## config.mk

```make
export PLATFORM = sky130hd
export DESIGN_NAME = ttc_cfg_sequencer6
export DESIGN_NICKNAME = d
export VERILOG_FILES = /design/src/rtl/ttc_cfg_sequencer6.sv
export SDC_FILE = /design/constraint.sdc
export NUM_CORES = 1
export LEC_CHECK = 0
export BUFFER_PORTS_ARGS = -buffer_cell sky130_fd_sc_hd__buf_4
export CAP_MARGIN = 20
export CELL_PAD_IN_SITES_DETAIL_PLACEMENT = 0
export CELL_PAD_IN_SITES_GLOBAL_PLACEMENT = 1
export CORE_AREA = 4 4 143 173
export DETAILED_ROUTE_END_ITERATION = 10
export DIE_AREA = 0 0 147 177
export PLACE_DENSITY = 0.53
export SETUP_SLACK_MARGIN = 0.05
export SLEW_MARGIN = 20
export SYNTH_ARGS = -nofsm -noshare
export SYNTH_HDL_FRONTEND = slang
export SYNTH_SLANG_ARGS = --single-unit
```

## constraint.sdc

```tcl
create_clock -name pclk6 -period 3.55 [get_ports pclk6]
set_input_delay 0.355 -clock pclk6 [delete_from_list [all_inputs] [get_ports pclk6]]
set_output_delay 0.355 -clock pclk6 [all_outputs]
set_load 0.02 [all_outputs]
```

## src/rtl/ttc_cfg_sequencer6.sv

```systemverilog
// ttc_cfg_sequencer6
// Configuration sequencer for one TTC counter channel. Arbitrates round-robin
// between two requesters (0 = host register path, 1 = power manager). It
// latches the winning packet and replays it into the counter's register write
// port in a fixed order: disable, interval, match1..3, final control. When the
// final control value requests a restart, it waits for the counter to clear
// the restart bit. If that does not happen within TIMEOUT cycles, the
// transaction completes with err6 set.
//
// Ports
//   pclk6, n_p_reset6           clock, async active-low reset
//   req6[1:0]                   per-requester request, held until done6
//   cfg_*0_6 / cfg_*1_6         requester packets (mask, ctrl, interval, match)
//   cntr_ctrl_reg_in6[6:0]      live counter control readback
//   pwdata6[15:0], *_reg_sel6   counter register write data and strobes
//   gnt6, done6, err6, busy6    handshake and status (all registered)
//
// state    | meaning
// ---------+----------------------------------------------------------
// IDLE     | waiting for a request; arbitrates and latches the packet
// DISABLE  | writes readback with enable forced off, restart cleared
// WR_INT   | writes interval register
// WR_M1    | writes match 1 register
// WR_M2    | writes match 2 register
// WR_M3    | writes match 3 register
// WR_CTRL  | writes final control value
// WAIT_RST | waits for counter to consume restart (bit4 low) or timeout
// DONE     | completion pulse to the winner
module ttc_cfg_sequencer6 #(
  parameter logic [7:0] TIMEOUT = 8'd255
) (
  input  logic        pclk6,
  input  logic        n_p_reset6,
  input  logic [1:0]  req6,
  input  logic [4:0]  cfg_mask0_6,
  input  logic [4:0]  cfg_mask1_6,
  input  logic [6:0]  cfg_ctrl0_6,
  input  logic [6:0]  cfg_ctrl1_6,
  input  logic [15:0] cfg_int0_6,
  input  logic [15:0] cfg_m1_0_6,
  input  logic [15:0] cfg_m2_0_6,
  input  logic [15:0] cfg_m3_0_6,
  input  logic [15:0] cfg_int1_6,
  input  logic [15:0] cfg_m1_1_6,
  input  logic [15:0] cfg_m2_1_6,
  input  logic [15:0] cfg_m3_1_6,
  input  logic [6:0]  cntr_ctrl_reg_in6,
  output logic [15:0] pwdata6,
  output logic        cntr_ctrl_reg_sel6,
  output logic        interval_reg_sel6,
  output logic        match_1_reg_sel6,
  output logic        match_2_reg_sel6,
  output logic        match_3_reg_sel6,
  output logic [1:0]  gnt6,
  output logic [1:0]  done6,
  output logic        err6,
  output logic        busy6
);

  typedef enum logic [3:0] {
    IDLE, DISABLE, WR_INT, WR_M1, WR_M2, WR_M3, WR_CTRL, WAIT_RST, DONE
  } state_t;

  state_t      state, state_nxt;
  logic        ptr;
  logic        win_q, win_n;
  logic [4:0]  mask_q, mask_n;
  logic [6:0]  ctrl_q, ctrl_n;
  logic [15:0] int_q, int_n, m1_q, m1_n, m2_q, m2_n, m3_q, m3_n;
  logic [7:0]  tmo_cnt;
  logic [4:0]  sel_q, sel_n;
  logic [15:0] data_n;

  // First pending write in sequence order; callers clear bits already done.
  function automatic state_t first_wr(input logic [4:0] m);
    if (m[1])      first_wr = WR_INT;
    else if (m[2]) first_wr = WR_M1;
    else if (m[3]) first_wr = WR_M2;
    else if (m[4]) first_wr = WR_M3;
    else if (m[0]) first_wr = WR_CTRL;
    else           first_wr = DONE;
  endfunction

  // In IDLE the packet comes straight from the winner so the first write
  // state can be decoded on the grant edge; afterwards the latched copy rules.
  always_comb begin
    win_n  = win_q;
    mask_n = mask_q;
    ctrl_n = ctrl_q;
    int_n  = int_q;
    m1_n   = m1_q;
    m2_n   = m2_q;
    m3_n   = m3_q;
    if (state == IDLE) begin
      win_n  = (req6 == 2'b11) ? ptr : req6[1];
      mask_n = win_n ? cfg_mask1_6 : cfg_mask0_6;
      ctrl_n = win_n ? cfg_ctrl1_6 : cfg_ctrl0_6;
      int_n  = win_n ? cfg_int1_6  : cfg_int0_6;
      m1_n   = win_n ? cfg_m1_1_6  : cfg_m1_0_6;
      m2_n   = win_n ? cfg_m2_1_6  : cfg_m2_0_6;
      m3_n   = win_n ? cfg_m3_1_6  : cfg_m3_0_6;
    end
  end

  always_comb begin
    state_nxt = state;
    case (state)
      IDLE:     if (|req6) state_nxt = (|mask_n[4:1]) ? DISABLE : first_wr(mask_n);
      DISABLE:  state_nxt = first_wr(mask_q);
      WR_INT:   state_nxt = first_wr(mask_q & 5'b11101);
      WR_M1:    state_nxt = first_wr(mask_q & 5'b11001);
      WR_M2:    state_nxt = first_wr(mask_q & 5'b10001);
      WR_M3:    state_nxt = first_wr(mask_q & 5'b00001);
      WR_CTRL:  state_nxt = ctrl_q[4] ? WAIT_RST : DONE;
      // A cleared restart bit wins over a timeout landing on the same cycle.
      WAIT_RST: if (!cntr_ctrl_reg_in6[4] || tmo_cnt == TIMEOUT - 8'd1) state_nxt = DONE;
      DONE:     state_nxt = IDLE;
      default:  state_nxt = IDLE;
    endcase
  end

  // Strobe and data for the state being entered, so they are registered.
  always_comb begin
    sel_n  = '0;
    data_n = '0;
    case (state_nxt)
      DISABLE: begin
        sel_n[0] = 1'b1;
        data_n   = {9'd0, (cntr_ctrl_reg_in6 | 7'h01) & 7'h6F};
      end
      WR_INT:  begin sel_n[1] = 1'b1; data_n = int_n; end
      WR_M1:   begin sel_n[2] = 1'b1; data_n = m1_n;  end
      WR_M2:   begin sel_n[3] = 1'b1; data_n = m2_n;  end
      WR_M3:   begin sel_n[4] = 1'b1; data_n = m3_n;  end
      WR_CTRL: begin sel_n[0] = 1'b1; data_n = {9'd0, ctrl_n}; end
      default: ;
    endcase
  end

  always_ff @(posedge pclk6 or negedge n_p_reset6) begin
    if (!n_p_reset6) begin
      state   <= IDLE;
      ptr     <= 1'b0;
      win_q   <= 1'b0;
      mask_q  <= '0;
      ctrl_q  <= '0;
      int_q   <= '0;
      m1_q    <= '0;
      m2_q    <= '0;
      m3_q    <= '0;
      tmo_cnt <= '0;
      sel_q   <= '0;
      pwdata6 <= '0;
      gnt6    <= '0;
      done6   <= '0;
      err6    <= 1'b0;
      busy6   <= 1'b0;
    end else begin
      state   <= state_nxt;
      win_q   <= win_n;
      mask_q  <= mask_n;
      ctrl_q  <= ctrl_n;
      int_q   <= int_n;
      m1_q    <= m1_n;
      m2_q    <= m2_n;
      m3_q    <= m3_n;
      tmo_cnt <= (state == WAIT_RST) ? tmo_cnt + 8'd1 : 8'd0;
      sel_q   <= sel_n;
      pwdata6 <= data_n;
      busy6   <= (state_nxt != IDLE);
      // Pointer moves to the requester that did not win.
      if (state == IDLE && |req6) begin
        ptr  <= ~win_n;
        gnt6 <= win_n ? 2'b10 : 2'b01;
      end else begin
        gnt6 <= 2'b00;
      end
      done6 <= (state_nxt == DONE) ? (win_n ? 2'b10 : 2'b01) : 2'b00;
      err6  <= (state == WAIT_RST) && (state_nxt == DONE) && cntr_ctrl_reg_in6[4];
    end
  end

  assign cntr_ctrl_reg_sel6 = sel_q[0];
  assign interval_reg_sel6  = sel_q[1];
  assign match_1_reg_sel6   = sel_q[2];
  assign match_2_reg_sel6   = sel_q[3];
  assign match_3_reg_sel6   = sel_q[4];

endmodule

```

# Word level (Yosys, flattened, before mapping)
# Index checks and enable logic that the tools add are counted.
[op_classes]
n_reduce_logical = 10
n_mux = 39
n_eq_ne = 16
n_bitwise = 1
add_sub_neg = 1
[op_table]
columns = ["cell", "n"]
rows = [
  ["16-bit two-way mux", 8],
  ["16-bit one-hot mux with 6 select lines", 1],
  ["4-bit two-way mux", 14],
  ["4-bit one-hot mux with 8 select lines", 1],
  ["4-bit by 3-bit == test with 1-bit output, second input constant", 7],
  ["4-bit by 2-bit == test with 1-bit output, second input constant", 4],
  ["7-bit two-way mux", 2],
  ["5-bit two-way mux", 2],
  ["8-bit by 1-bit adder with 8-bit output, second input constant", 1],
  ["4-bit by 1-bit == test with 1-bit output, second input constant", 2],
  ["8-bit == test, second input constant", 1],
  ["8-bit two-way mux", 1],
  ["1-bit two-way mux", 7],
  ["2-bit two-way mux", 3],
  ["4-bit == test, second input constant", 1],
  ["4-bit zero test", 1],
  ["4-bit nonzero test", 1],
  ["2-bit OR reduction", 2],
  ["4-bit OR reduction", 1],
  ["1-bit logical AND", 3],
  ["2-bit == test, second input constant", 1],
  ["1-bit zero test", 1],
  ["1-bit logical OR", 1],
  ["1-bit NOT", 1],
]
[word_totals]
reg_bits = 117
in_bits = 163
output_inout_bits = 27

# Logic depth before layout (Yosys ltp)
[depth]
ltp_word = 15
mapped_depth = 10
mapped_depth_nobuf = 8

# Worst setup path after synthesis
# No wires, ideal clock.
[synth_timing]
kind = "reg2reg"
startpoint = "register state[0]"
endpoint = "register pwdata6[4]"
n_path_buf = 2
arrival_time_ps = 1950
synth_period_minus_slack_ps = 2084
path_stages_with_launch = 9
slack_ps = 1466
t_required_ps = 3416
path_cell_list = "dfrtp_1 -> or4b_4 -> a221oi_2 -> a31o_1 -> nor3_2 -> buf_6 -> buf_8 -> mux2i_1 -> o21ai_1"
[synth_between]
elab_chain_len = 12
word_cells_on_any_way = 31
[synth_lines]
columns = ["item", "line", "text"]
rows = [
  ["start: declaration", "64", "state_t state, state_nxt;"],
  ["start signal: assignment", "159", "state <= state_nxt;"],
  ["4-bit zero test", "94, 107", ""],
  ["5-bit two-way mux", "94", "if (state == IDLE) begin"],
  ["4-bit two-way mux", "80", "else if (m[0]) first_wr = WR_CTRL;"],
  ["4-bit two-way mux", "79", "else if (m[4]) first_wr = WR_M3;"],
  ["4-bit two-way mux", "78", "else if (m[3]) first_wr = WR_M2;"],
  ["4-bit two-way mux", "77", "else if (m[2]) first_wr = WR_M1;"],
  ["4-bit two-way mux", "76", "if (m[1]) first_wr = WR_INT;"],
  ["4-bit two-way mux (2 in series)", "108", "IDLE: if (|req6) state_nxt = (|mask_n[4:1]) ? DISABLE : first_wr(mask_n);"],
  ["4-bit one-hot mux with 8 select lines", "107", "case (state)"],
  ["4-bit by 3-bit == test with 1-bit output, or another cell as far along", "126", "case (state_nxt)"],
  ["16-bit one-hot mux with 6 select lines (*)", "126", ""],
  ["net data_n[4]", "72", "logic [15:0] data_n;"],
  ["end signal: assignment", "169", "pwdata6 <= data_n;"],
  ["end: declaration", "48", "output logic [15:0] pwdata6,"],
]
# Mark *: on every way through the listed nets, which the timed path passes. The rest lies on a longest branch.
# A chain may end at the register's enable or synchronous reset.

# Worst setup path in the final report
[layout_timing]
startpoint = "register state[1]"
endpoint = "register pwdata6[2]"
# The elaborated chain is that of the path after synthesis.

==> out/results.ini <==
[setup_path]
crit_path_max_incr_delay_ps=580
path_max_fanout=55
r2r-end=pwdata6[2]
crit_required_ps=3830
crit_path_top_delay_cell=or3_4
worstSetupPathType=reg -> reg
path_cells=or2_1 -> or3_4 -> nor2_2 -> nor3_4 -> buf_4 -> mux2i_1 -> o211ai_1
r2r_cells=7
r2r_setup_slack_ps=780
worstReg2RegStart=state[1]
cp-end-kind=flop
crit_path_start_kind=flop
worstPathArrival_ps=3050

[outcome]
status=finished clean

[timing]
finalCritPeriodShare_pct=77.92
slew_violations=0
finalSetupViolations=0
tns_ps=0
layout_min_cycle_time_ps=2766
max-slew-margin-rel_pct=46.19
tightest_slew_ps=807.1
fmax_mhz=361.5
hold_viol_final=0
skew_ps=12.47
rsz0062_at_grt=false

[clock_network]
cts_buffers=17
cts_root_buf=clkbuf_16
clock_latency_ps=420
clock_path_buffers=2
cts-resized-gates=0
cts_tree=yes
post_cts_buffers=0
htree_levels=4
clk_pin_slew_ps=60
hold_buffers=0
clkSinkCount=117

[global_route]
grt_pass1_vias=5074
grt_pass1_wl_um=27190
grt_use_total_pct=13.56
overflow=0
antenna_found_initial=0
grt_max_degree=105

[routing]
drtIter0Drc=201
firstDrtPassIters=4
detailroute.via_count=4720
wirelength_um=17380
via_per_inst=4.474
avgRoutedWirePerCell_um=16.48
drc=0
ant_nets=0

[hold_path]
hold_path.class=in -> async

[final_layout]
layout_commonest_cell=buf_4
layout.nets=892
fillers=2356
final_cell_mix=194 x buf_4, 117 x dfrtp_1, 92 x mux2i_1
drive_gt1_share_pct=32.30
n_antenna_cell=0
area_growth_syn_to_layout_pct=40.29
final_cells=1055
fin_util_pct=34.83

[floorplan]
dieWidth_um=147
start_util_pct=24.83
placementRows=61
core-area_um2=22970
io_pins=190
die_h_um=177
die_area_um2=26020

[logic_synthesis]
synth_edf_count=0
yosysTopAreaCell=dfrtp_1
yosys_warnings=0
synth_cell_types=55
netlist_top_cells_area=dfrtp_1 51%, mux2i_1 16%, nand2_1 5.5%, o21ai_1 4.0%, o21ai_0 3.9%
async_flop_share_pct=100.0
synth.avg_cell_area_um2=10.39
synth-seq-area-share_pct=51.33
synth_top_cell_area_share_pct=51.33
syn_nets=714
syn_inst=549
synth.cell_area_um2=5704
synthFlopType=dfrtp_1
ys_ff_latch=117

[place]
gp_congestion=0.7692
port_buffers=188
hpwlAfterDp_um=13170
dp_cells=1023

[pwr]
worst_ir_drop_vdd_uv=359.4
p_leak_nw=3.923
powerDensity_nw_per_um2=849.8

[job]
cap_violations=0

[through the flow]
step           setup slack, ps  area (um^2)  total power, mW  hold WS (ps)
4_1_cts                  774.7         8003            6.912         63.06
5_1_grt                  590.2         8003            7.368         84.45
2_1_floorplan             1466         5704            4.288         59.41
3_5_place_dp             777.8         7408            5.175         482.0
6_report                 783.9         8003            6.801         28.52
3_3_place_gp             787.9         7408            5.104         471.2
[worst max-delay path by stage]
stage	slack, ps	end	depth (start not counted)	from
finish	780	pwdata6[2]	7	state[1]
global route	590	pwdata6[2]	7	state[1]
CTS	770	pwdata6[2]	7	state[1]
detailed placement	780	pwdata6[2]	7	state[1]
global placement	790	pwdata6[2]	7	state[1]
floorplan	1470	pwdata6[4]	8	state[0]
[worst max-delay path, delay by kind of cell, from the launching register on]
family,cells,cell delay [ps]
simple gates,4,1470
mux,1,300
compound gates,1,120
buf+inv,1,220
flops,1,510
[metal layers]
layer	track usage, %	share of wire (%)	routed length, um
met1	15.88	41	7193
met2	23.85	51	8924
met3	4.355	5.8	1010
met4	3.846	1.5	255
met5	0	0	0
[synth_stat cells, types with 6 or more instances]
cell,number
dfrtp_1,117
mux2i_1,92
nand2_1,84
o21ai_1,46
o21ai_0,44
buf_2,18
nor2_1,17
a22oi_1,9
clkbuf_1,9
nand3_1,8
a21oi_1,6
and2_1,6
inv_1,6
o211ai_1,6
[state kept, by name, indices dropped and copies added (netlist names)]
register and count:
sel_q 5, ptr 1, pwdata6 16, m3_q 16, win_q 1, ctrl_q 7
err6 1, busy6 1, state 4, gnt6 2, m1_q 16, tmo_cnt 8
int_q 16, m2_q 16, mask_q 5, done6 2
[cells by family after synthesis]
| family | Yosys count | share of synthesized area (%) |
|---|---|---|
| AOI/OAI and AO/OA | 139 | 14.87 |
| xor gates and xnor gates | 5 | 0.7677 |
| adders and majority gates | 2 | 0.4386 |
| buffers and inverters | 45 | 4.409 |
| DFF | 117 | 51.33 |
| muxes | 92 | 16.14 |
| and+or+nand+nor | 149 | 12.04 |
[area by class of cell]
| class | count | area [um^2] | area share [%] |
|---|---|---|---|
| clock inverters | 15 | 168.9 | 2.111 |
| clock buffers | 17 | 425.4 | 5.316 |
| multi-input cells | 387 | 2544 | 31.79 |
| flip-flops and latches | 117 | 2928 | 36.59 |
| well taps | 315 | 394.1 | 4.925 |
| repair buffers | 197 | 1516 | 18.95 |
| inverters | 7 | 26.28 | 0.3283 |
[power by group]
group / total (mW) / switching [mW] / internal (mW) / leakage [nW]
Clock: 1.72 / 0.668 / 1.05 / 0.278
Sequential: 2.16 / 0.240 / 1.92 / 1.48
Combinational: 2.93 / 1.81 / 1.12 / 2.17
Total: 6.80 / 2.71 / 4.09 / 3.92
Power figures use the tool's default switching activity.
